`src/rtl/stack_pkg.sv`:
```
// -----------------------------------------------------------------------------
// stack_pkg
// Shared definitions for the stack controller: default sizes, operation
// encodings, FSM state encodings and a helper for the occupancy width.
// -----------------------------------------------------------------------------
package stack_pkg;

    localparam int DEF_WIDTH = 16;
    localparam int DEF_DEPTH = 32;

    typedef logic [1:0] op_t;

    localparam op_t OP_PUSH  = 2'd0;
    localparam op_t OP_POP   = 2'd1;
    localparam op_t OP_PEEK  = 2'd2;
    localparam op_t OP_CLEAR = 2'd3;

    // Controller states. INIT is the reset state and clears the stack once.
    localparam logic [2:0] ST_INIT   = 3'd0;
    localparam logic [2:0] ST_IDLE   = 3'd1;
    localparam logic [2:0] ST_PUSH   = 3'd2;
    localparam logic [2:0] ST_POP    = 3'd3;
    localparam logic [2:0] ST_CAP    = 3'd4;
    localparam logic [2:0] ST_REPUSH = 3'd5;
    localparam logic [2:0] ST_CLR    = 3'd6;

    // Occupancy counter must hold 0..DEPTH inclusive.
    function automatic int depth_w(input int d);
        return $clog2(d) + 1;
    endfunction

endpackage

```
`src/rtl/stack_ctrl_if.sv`:
```
// -----------------------------------------------------------------------------
// stack_ctrl_if
// Host-side request/response bus of the stack controller.
//   req/op/wdata         : request, driven by the host (master)
//   ready/done/rdata     : handshake and POP/PEEK result, driven by controller
//   err_ovf/err_unf      : one-cycle refusal pulses
//   depth                : current stack occupancy
// -----------------------------------------------------------------------------
interface stack_ctrl_if
    import stack_pkg::*;
#(
    parameter int WIDTH = DEF_WIDTH,
    parameter int DEPTH = DEF_DEPTH
);

    logic                      req;
    op_t                       op;
    logic [WIDTH-1:0]          wdata;
    logic                      ready;
    logic                      done;
    logic [WIDTH-1:0]          rdata;
    logic                      err_ovf;
    logic                      err_unf;
    logic [$clog2(DEPTH):0]    depth;

    modport master (
        output req, op, wdata,
        input  ready, done, rdata, err_ovf, err_unf, depth
    );

    modport slave (
        input  req, op, wdata,
        output ready, done, rdata, err_ovf, err_unf, depth
    );

endinterface

```
`src/rtl/stack_ctrl.sv`:
```
// -----------------------------------------------------------------------------
// stack_ctrl
// Sequencer in front of an external LIFO. Accepts PUSH/POP/PEEK/CLEAR from the
// host bus, tracks occupancy, refuses overflow/underflow, and drives the LIFO
// control pins. PEEK is a POP followed by a re-PUSH of the captured word.
// Ports:
//   clk       : clock, rising edge
//   rst       : asynchronous active-low reset
//   bus       : host request/response interface (slave side)
//   stk_en    : LIFO enable
//   stk_rst   : LIFO synchronous clear (active high)
//   stk_rw    : 1 push, 0 pop
//   stk_din   : data to LIFO
//   stk_dout  : LIFO output, registered by the LIFO on the pop edge
// -----------------------------------------------------------------------------
module stack_ctrl
    import stack_pkg::*;
#(
    parameter int WIDTH = DEF_WIDTH,
    parameter int DEPTH = DEF_DEPTH
) (
    input  logic             clk,
    input  logic             rst,
    stack_ctrl_if.slave      bus,
    output logic             stk_en,
    output logic             stk_rst,
    output logic             stk_rw,
    output logic [WIDTH-1:0] stk_din,
    input  logic [WIDTH-1:0] stk_dout
);

    localparam int DW = depth_w(DEPTH);

    logic [2:0]        state;
    op_t               op_q;
    logic [WIDTH-1:0]  wdata_q;
    logic [WIDTH-1:0]  rdata_q;
    logic [DW-1:0]     depth_q;
    logic              done_q;
    logic              ovf_q;
    logic              unf_q;

    logic              full;
    logic              empty;

    assign full  = (depth_q == DW'(DEPTH));
    assign empty = (depth_q == '0);

    always_ff @(posedge clk or negedge rst) begin
        if (!rst) begin
            state   <= ST_INIT;
            op_q    <= OP_PUSH;
            wdata_q <= '0;
            rdata_q <= '0;
            depth_q <= '0;
            done_q  <= 1'b0;
            ovf_q   <= 1'b0;
            unf_q   <= 1'b0;
        end else begin
            // Completion/error flags are single-cycle pulses.
            done_q <= 1'b0;
            ovf_q  <= 1'b0;
            unf_q  <= 1'b0;
            case (state)
                ST_INIT: begin
                    depth_q <= '0;
                    state   <= ST_IDLE;
                end
                ST_IDLE: begin
                    if (bus.req) begin
                        op_q    <= bus.op;
                        wdata_q <= bus.wdata;
                        case (bus.op)
                            OP_PUSH: begin
                                if (full) begin
                                    ovf_q  <= 1'b1;
                                    done_q <= 1'b1;
                                end else begin
                                    state <= ST_PUSH;
                                end
                            end
                            OP_POP, OP_PEEK: begin
                                if (empty) begin
                                    unf_q  <= 1'b1;
                                    done_q <= 1'b1;
                                end else begin
                                    state <= ST_POP;
                                end
                            end
                            default: state <= ST_CLR;
                        endcase
                    end
                end
                ST_PUSH: begin
                    depth_q <= depth_q + 1'b1;
                    done_q  <= 1'b1;
                    state   <= ST_IDLE;
                end
                ST_POP: begin
                    depth_q <= depth_q - 1'b1;
                    state   <= ST_CAP;
                end
                ST_CAP: begin
                    // LIFO registered the popped word on the previous edge.
                    rdata_q <= stk_dout;
                    if (op_q == OP_PEEK) begin
                        state <= ST_REPUSH;
                    end else begin
                        done_q <= 1'b1;
                        state  <= ST_IDLE;
                    end
                end
                ST_REPUSH: begin
                    depth_q <= depth_q + 1'b1;
                    done_q  <= 1'b1;
                    state   <= ST_IDLE;
                end
                ST_CLR: begin
                    depth_q <= '0;
                    done_q  <= 1'b1;
                    state   <= ST_IDLE;
                end
                default: state <= ST_INIT;
            endcase
        end
    end

    // LIFO controls depend on state and registers only, never on the live
    // request, so the LIFO sees clean signals for a whole cycle.
    always_comb begin
        stk_en  = 1'b0;
        stk_rst = 1'b0;
        stk_rw  = 1'b0;
        stk_din = '0;
        case (state)
            ST_INIT, ST_CLR: begin
                stk_en  = 1'b1;
                stk_rst = 1'b1;
            end
            ST_PUSH: begin
                stk_en  = 1'b1;
                stk_rw  = 1'b1;
                stk_din = wdata_q;
            end
            ST_POP: begin
                stk_en = 1'b1;
            end
            ST_REPUSH: begin
                stk_en  = 1'b1;
                stk_rw  = 1'b1;
                stk_din = rdata_q;
            end
            default: ;
        endcase
    end

    assign bus.ready   = (state == ST_IDLE);
    assign bus.done    = done_q;
    assign bus.rdata   = rdata_q;
    assign bus.err_ovf = ovf_q;
    assign bus.err_unf = unf_q;
    assign bus.depth   = depth_q;

endmodule

```
`src/flat_wrapper.sv`:
```
// flat-port wrapper written by rule: the top's interface ports become plain ports
module stack_ctrl_flat import stack_pkg::*;
#(
    parameter int WIDTH = DEF_WIDTH,
    parameter int DEPTH = DEF_DEPTH
)
  (clk, rst, stk_en, stk_rst, stk_rw, stk_din, stk_dout, bus_req, bus_op, bus_wdata, bus_ready, bus_done, bus_rdata, bus_err_ovf, bus_err_unf, bus_depth);
  stack_ctrl_if #(.WIDTH(WIDTH), .DEPTH(DEPTH)) bus_i ();
  input  logic clk;
  input  logic rst;
  output logic stk_en;
  output logic stk_rst;
  output logic stk_rw;
  output logic [WIDTH-1:0] stk_din;
  input  logic [WIDTH-1:0] stk_dout;
  input wire logic [$bits(bus_i.req)-1:0] bus_req;
  input wire logic [$bits(bus_i.op)-1:0] bus_op;
  input wire logic [$bits(bus_i.wdata)-1:0] bus_wdata;
  output wire logic [$bits(bus_i.ready)-1:0] bus_ready;
  output wire logic [$bits(bus_i.done)-1:0] bus_done;
  output wire logic [$bits(bus_i.rdata)-1:0] bus_rdata;
  output wire logic [$bits(bus_i.err_ovf)-1:0] bus_err_ovf;
  output wire logic [$bits(bus_i.err_unf)-1:0] bus_err_unf;
  output wire logic [$bits(bus_i.depth)-1:0] bus_depth;
  assign bus_i.req = bus_req;
  assign bus_i.op = bus_op;
  assign bus_i.wdata = bus_wdata;
  assign bus_ready = bus_i.ready;
  assign bus_done = bus_i.done;
  assign bus_rdata = bus_i.rdata;
  assign bus_err_ovf = bus_i.err_ovf;
  assign bus_err_unf = bus_i.err_unf;
  assign bus_depth = bus_i.depth;
  stack_ctrl #(.WIDTH(WIDTH), .DEPTH(DEPTH)) u_core (.clk(clk), .rst(rst), .bus(bus_i), .stk_en(stk_en), .stk_rst(stk_rst), .stk_rw(stk_rw), .stk_din(stk_din), .stk_dout(stk_dout));
endmodule
```
`config.mk`:
```
export PLATFORM = sky130hd
export DESIGN_NAME = stack_ctrl_flat
export DESIGN_NICKNAME = d
export VERILOG_FILES = /design/src/rtl/stack_pkg.sv /design/src/rtl/stack_ctrl_if.sv /design/src/rtl/stack_ctrl.sv /design/src/flat_wrapper.sv
export SDC_FILE = /design/constraint.sdc
export NUM_CORES = 1
export LEC_CHECK = 0
export ABC_AREA = 1
export CAP_MARGIN = 25
export CORE_MARGIN = 2
export CORE_UTILIZATION = 40
export CTS_CLUSTER_SIZE = 14
export DETAILED_ROUTE_END_ITERATION = 7
export GPL_TIMING_DRIVEN = 0
export HOLD_SLACK_MARGIN = 0.05
export PLACE_DENSITY = 0.72
export SLEW_MARGIN = 20
export SYNTH_ARGS = -nofsm -noshare
export SYNTH_HDL_FRONTEND = slang
export SYNTH_SLANG_ARGS = --single-unit
```
`constraint.sdc`:
```
create_clock -name clk -period 2.15 [get_ports clk]
set_clock_uncertainty 0.15 [all_clocks]
set_input_delay 0.645 -clock clk [delete_from_list [all_inputs] [get_ports clk]]
set_output_delay 0.645 -clock clk [all_outputs]
set_load 0.005 [all_outputs]
```
======== Yosys cells after proc, flatten, opt, wreduce, memory -nomap -nowiden ========
Cells that the tools add are included.
cells by class
  reduce and logical (&&, ||, !) cells .... 12
  $add $sub $neg .......................... 2
  muxes and demuxes ....................... 23
  eq/ne operators ......................... 13
operators with widths
  kind                 count
  $pmux 16 s2          1
  $pmux 6 s3           1
  $mux 1               13
  $mux 3               4
  $pmux 3 s4           1
  $eq 3x3->1 const B   3
  $add 6x1->6 const B  1
  $eq 3x2->1 const B   2
  $eq 6x6->1 const B   1
  $logic_not 6->1      1
  $ne 3x3->1 const B   2
  $pmux 3 s2           1
  $reduce_or 2->1      3
  $sub 6x1->6 const B  1
  $reduce_or 5->1      1
  $eq 2x2->1 const B   2
  $reduce_or 4->1      1
  $eq 3x1->1 const B   1
  $logic_not 3->1      1
  $pmux 1 s3           1
  $reduce_and 3->1     1
  $reduce_bool 3->1    1
  $reduce_or 3->1      1
  $eq 2x1->1 const B   1
  other kinds (4)      4
word-level totals
  output and inout port bits .............. 45
  input bits .............................. 37
  flip-flop bits (word level) ............. 46

======== Longest topological paths before layout ========
Gate-level depths: netlist of the first run.
  depth after elaboration ................. 5
  gate-level depth with buffers ........... 13

======== Least setup slack after synthesis of the first run ========
Ideal clock, no wire load.
  path kind ............................... reg2out
  start ................................... register u_core.state[1]
  end ..................................... output stk_en
  slack ................................... 0.174 ns
  path buffers ............................ 0
  data arrival time ....................... 1.181 ns
  cell stages (with the launch flop) ...... 7
  required time ........................... 1.355 ns
  cell sequence ........................... dfrtp_1 inv_2 nor2_2 inv_2 o21ai_2 nor2_4 inv_2
on the way
  longest elaborated chain between the ends .. 3
ends and longest elaborated chain
  what                                      RTL line            source
  start: declaration                        stack_ctrl.sv:34    logic [2:0] state;
  start signal: assignment                  stack_ctrl.sv:51    state <= ST_INIT;
  start signal: assignment                  stack_ctrl.sv:67    state <= ST_IDLE;
  start signal: assignment                  stack_ctrl.sv:79    state <= ST_PUSH;
  $eq 3x2->1, or another cell as far along  stack_ctrl.sv:135   case (state)
  $reduce_or 5->1 (no line) *               n/a
  $mux 1 *                                  stack_ctrl.sv:135
  end: declaration                          flat_wrapper.sv:11  output logic stk_en;
Mark *: on every way between the ends. The rest lies on a longest branch, timed or not.

======== Worst setup path after layout of the first run ========
Same ends and word-level chain as after synthesis.

==> qor.yml, run 1 <==
portBuffers: 81
detail-route-antenna-nets: 0
drive_gt1_frac: 0.461
grt.total_usage: 0.212
fin_tns_setup_ns: -3.76
yosysSeqAreaShare: 0.474
core_area_sq_um: 5890
cp_top_family: "buffers and inverters"
dp_hpwl_microns: 4560
outcome: "finished with violations"
drtIter0Drc: 169
clk-insertion-delay-late_ns: 0.31
antenna_found_initial: 0
cp_num_buf_inv: 5
max_slew.worst_pin.slew_ns: 0.485
multi_input_area_sq_um: 1350
async_flop_share: 1.00
routed_via_density: 5.15
setup_slack_ns: -0.231
slew_headroom: 0.677
cts_hold_buf: 0
period_needed_ns: 2.38
die_height_microns: 81.9
synth_cell_types: 32
pin_count: 82
synth.most_common_cell: "dfrtp_1"
peakVddDrop_mv: 0.718
max_stage_delay_ns: 0.43
maxSlewViolCount: 0
power_mw: 6.07
cts_tree: "yes"
gp_congestion: 0.793
cts_inserted_buffers: 5
layout.nets: 410
yosys-top-cells-count: "dfrtp_1 (46), nand3_1 (41), nand2_1 (39), mux2_2 (17), mux2_4 (15)"
power.density_nw_per_um2: 1530
critPathLaunchType: "flop"
drc: 0
fill_cells: 423
post-place-cells: 397
ys_warn_count: 0
critPathArrivalTime_ns: 1.59
fp-row-count: 28
clkSlewWorstSetupHoldPaths_ns: 0.09
overflow: 0
area_delta_synth_final_pct: 63.7
synth-edff-count: 0
vias: 2285
syn-num-nets: 282
first_global_vias: 2333
maxCapViolCount: 0
initial_utilization: 0.412
cp_max_fo: 4
stdcell_count: 444
cts_sinks: 46
clockBufferDepth: 2
cts-root-buf: "clkbuf_8"
worstSetupPathType: "reg -> out"
ff_latch_area_sq_um: 1160
end_kind: "primary output"
hp-class: "in -> async"
first_pass_iters: 4
synth_top_area_frac: 0.474
grt_pass1_wl_microns: 10900
routed_wl_microns: 7490
cp.required_ns: 1.35
path_cells: "buf_4, inv_6, nor2_4, inv_2, o21ai_4, nor2_4, inv_2, buf_6"
routedWlPerCell_microns: 16.9
synth_area_per_cell_sq_um: 10.1
fin_crit_sh: 1.11
syn_area_sq_um: 2430
ys_ff_latch: 46
hold_violations: 0
power.leakage_nw: 1.88
slowest_stage: "dfrtp_2"
timing.fmax_mhz: 420
grt_max_degree: 27
synth.largest_area_cell: "dfrtp_1"
violations: "setup timing"
dp_slack_ns: -0.542
finalSetupViolations: 23
rsz0062_at_grt: "true"
synth_ff_type: "dfrtp_1"
die_w_microns: 81.9
antenna_cells: 0
synthCells: 240
htree_levels: 2
die-area_sq_um: 6710
synth_area_leaders: "dfrtp_1 (47%), mux2_4 (9.3%), nand3_1 (8.5%)"
[flip-flops by register name, indices dropped and copies added (netlist names)]
register            cells
u_core.wdata_q         16
u_core.state            3
u_core.bus.done         1
u_core.bus.err_ovf      1
u_core.bus.rdata       16
u_core.op_q             2
u_core.bus.depth        6
u_core.bus.err_unf      1
[worst paths after layout]
kind / start / to / slack (ns) / cells after the start
setup / recovery: u_core.state[1] / stk_en / -0.23 / 8
hold / removal: rst / u_core.wdata_q[13] / 0.13 / 1
setup reg to reg: u_core.state[0] / u_core.bus.depth[2] / -0.20 / 15
hold reg to reg: u_core.op_q[0] / u_core.op_q[0] / 0.35 / 2
max in group asynchronous: rst / u_core.bus.depth[0] / 1.19 / 2
min in group clk: u_core.op_q[0] / u_core.op_q[0] / 0.35 / 2
[report_power, final]
part | internal (mW) | switching (mW)
Sequential | 1.29 | 0.400
Combinational | 2.15 | 1.69
Clock | 0.229 | 0.311
Total | 3.67 | 2.40
[layout by cell type (no fill, tap or decap), types with 2 or more instances in the layout]
cell type / n
nand3_2: 19
dfrtp_1: 42
nand4_1: 3
o21ai_1: 2
ha_1: 3
nand3_1: 20
clkdlybuf4s50_1: 60
o21ai_2: 4
clkbuf_8: 5
nor2_2: 2
dfrtp_2: 4
nand3_4: 4
nand2_2: 7
buf_2: 19
nand2_4: 3
nand2_1: 34
buf_12: 3
buf_4: 30
buf_6: 18
nor2_4: 3
inv_2: 4
ha_4: 2
clkinv_4: 2
nor2_1: 9
mux2_2: 17
inv_1: 12
o21ai_0: 3
mux2_4: 15
a21oi_1: 5
inv_4: 3
[through the flow]
stage	hold slack (ns)	utilization	area (sq um)
floorplan	0.199	-	2430
global placement	0.321	0.566	3330
detailed placement	0.343	0.569	3350
CTS	0.159	0.635	3740
global route	0.174	0.675	3970
finish	0.133	0.675	3970
[cell type report]
class / count / share of cell area
Timing Repair Buffer: 122 / 0.278
Buffer: 8 / 0.0198
Clock inverter: 3 / 0.00535
Clock buffer: 5 / 0.0173
Sequential cell: 46 / 0.291
Inverter: 21 / 0.0243
Multi-Input combinational cell: 164 / 0.340
Tap cell: 75 / 0.0236
[cells by family after synthesis]
family | share of synthesized area
adders and majority gates | 0.0258
and+or+nand+nor | 0.218
AOI/OAI and AO/OA | 0.0510
DFF | 0.474
buffers and inverters | 0.0557
xor gates and xnor gates | 0.00361
muxes | 0.172
[worst reg2reg max path: cells and delay by family, from the launching register on]
kind	cells	cell delay [ns]
DFF	1	0.46
AOI/OAI and AO/OA	1	0.13
buffers and inverters	10	1.14
and+or+nand+nor	4	0.40
[per-layer routing]
layer	vias up	part of all wire	wire [microns]	track usage
met4	0	0.027	205	0.0750
met1	1124	0.41	3040	0.267
met5	-	0	0	0
met2	75	0.52	3910	0.368
li1	1067	-	-	-
met3	19	0.044	330	0.0341
[timing repair]
action,4_1_cts,5_1_grt
gates resized for setup,122,38
pin swaps,16,23
gates cloned,1,1
setup endpoints to repair,20,25
setup buffers,29,11
No activity file was read; power rests on OpenSTA's default activity.
==> inputs of run 2 (changes only) <==
Settings changed: SLEW_MARGIN 20 to not set, TNS_END_PERCENT set to 5.
Clock period 2.15 ns to 3.04 ns, I/O delays scaled along.
==> run 2 against run 1 <==
Net effect:
- the flow now finishes without violations
- die area is the same
- worst hold slack gained 0.18 ns
- final area shrank 9.9%
- critical path depth shrank 2
- first-iteration DRC count shrank 41%
- register-to-register slack gained 1.1 ns
- cell count shrank 7.4%
- setup slack gained 0.29 ns
- total power shrank 40%
- clock power shrank 17%
- non-clock buffer count shrank 34
- critical path type unchanged
- critical endpoint is now stk_din[4]
- largest cell class unchanged
- largest power group unchanged
- highest routed layer unchanged
==> qor.yml, run 2 (synthesis gave the netlist of run 1 again) <==
fin_crit_sh: 0.980
cts_tree: "yes"
fill_cells: 493
max_slew.worst_pin.slew_ns: 0.243
cts_hold_buf: 0
routed_wl_microns: 6180
drtIter0Drc: 100
final_area_sq_um: 3580
overflow: 0
hp-class: "in -> async"
die-area_sq_um: 6710
antenna_cells: 0
routed_via_density: 5.01
dp_hpwl_microns: 4560
cp.required_ns: 1.98
detail-route-antenna-nets: 0
rsz0062_at_grt: "true"
power.density_nw_per_um2: 1010
slew_headroom: 0.837
layout_common_cells: "clkdlybuf4s50_1 (78), dfrtp_1 (43), nand3_1 (41)"
period_needed_ns: 2.98
cts_inserted_buffers: 5
layout.nets: 377
vias: 2060
htree_levels: 2
maxCapViolCount: 0
grt_pass1_wl_microns: 9600
antenna_found_initial: 0
critPathArrivalTime_ns: 1.92
pin_count: 82
first_global_vias: 2090
peakVddDrop_mv: 0.466
outcome: "finished clean"
gp_congestion: 0.793
end_kind: "primary output"
die_w_microns: 81.9
cp_max_fo: 8
die_height_microns: 81.9
cts_sinks: 46
portBuffers: 81
grt.total_usage: 0.184
layout_commonest_cell: "clkdlybuf4s50_1"
power.leakage_nw: 1.69
clk-insertion-delay-late_ns: 0.29
clkSlewWorstSetupHoldPaths_ns: 0.09
cts-root-buf: "clkbuf_8"
maxSlewViolCount: 0
hold_violations: 0
grt_max_degree: 39
dpl_cell_area_sq_um: 3350
timing.fmax_mhz: 336
area_delta_synth_final_pct: 47.4
first_pass_iters: 4
critPathLaunchType: "flop"
worstSetupPathType: "reg -> out"
core_area_sq_um: 5890
routedWlPerCell_microns: 15.0
clockBufferDepth: 2
finalSetupViolations: 0
power_mw: 3.62
fp-row-count: 28
initial_utilization: 0.412
drc: 0
drive_gt1_frac: 0.256
==> run 2: cell types whose count changed in the layout (fill, tap and decap cells not counted), sizes merged <==
cell | before | now
bufinv | 0 | 1
clkbuf | 5 | 8
inv | 20 | 21
buf | 70 | 14
clkinv | 3 | 0
dlymetal6s2s | 0 | 2
clkdlybuf4s50 | 60 | 78
nor2 | 15 | 16
==> run 2: metrics by stage <==
stage	TNS, ns	utilization	hold WS [ns]	setup WS [ns]	cells
global route	-0.113	0.608	0.313	-0.0201	411
detailed placement	0	0.569	0.343	0.0831	397
CTS	-0.00472	0.592	0.314	-0.00472	406
floorplan	0	-	0.303	0.797	240
finish	0	0.608	0.310	0.0614	411
global placement	-18.16	0.566	0.321	-0.398	396
==> run 2: layer usage <==
layer  global-route usage  wire length (microns)  part of all wire  vias to the layer above
li1                     -                      -                 -                     1002
met1                0.238                   2650              0.43                      985
met2                0.310                   3130              0.51                       60
met3               0.0319                    263             0.043                       13
met4               0.0617                    140             0.023                        0
met5                    0                      0                 0                        -
==> run 2: area by class of cell <==
cell class                 count  area (sq um)  area share
buffer                         8          68.8      0.0192
clock buffer                   6          72.6      0.0203
multi-input combinational    165          1190       0.333
inverter                      21          83.8      0.0234
timing repair buffer          88           876       0.245
tap                           75          93.8      0.0262
sequential                    46          1150       0.323
clock inverter                 2          37.5      0.0105
==> run 2: critical path, stage by stage (launching register included) <==
cell and delay (ns):
dfrtp_2 0.44, inv_2 0.09, buf_4 0.18, nor2_4 0.21
nand3_1 0.11, nand2_1 0.08, clkdlybuf4s50_1 0.52
==> run 2: path summary, 6_finish.rpt <==
path	start	to	slack [ns]	cells past startpoint
worst min register to register	u_core.op_q[1]	u_core.op_q[1]	0.35	2
worst min-delay path	rst	u_core.wdata_q[13]	0.31	1
max in group asynchronous	rst	u_core.state[1]	1.94	2
min in group clk	u_core.op_q[1]	u_core.op_q[1]	0.35	2
worst max-delay path	u_core.state[0]	stk_din[4]	0.06	6
worst max register to register	u_core.state[0]	u_core.bus.depth[5]	0.89	11
==> run 2: what timing repair did <==
| action | CTS | global route |
|---|---|---|
| cloned | 0 | 1 |
| setup buffers | 2 | 4 |
| gates resized for setup | 6 | 18 |
| pin swaps | 1 | 4 |
| endpoints found under the setup margin | 14 | 18 |
==> run 2: power by group <==
| part | switching, mW | internal (mW) | leakage, nW |
|---|---|---|---|
| registers | 0.246 | 0.909 | 0.550 |
| logic | 0.919 | 1.10 | 1.09 |
| clock network | 0.201 | 0.245 | 0.0514 |
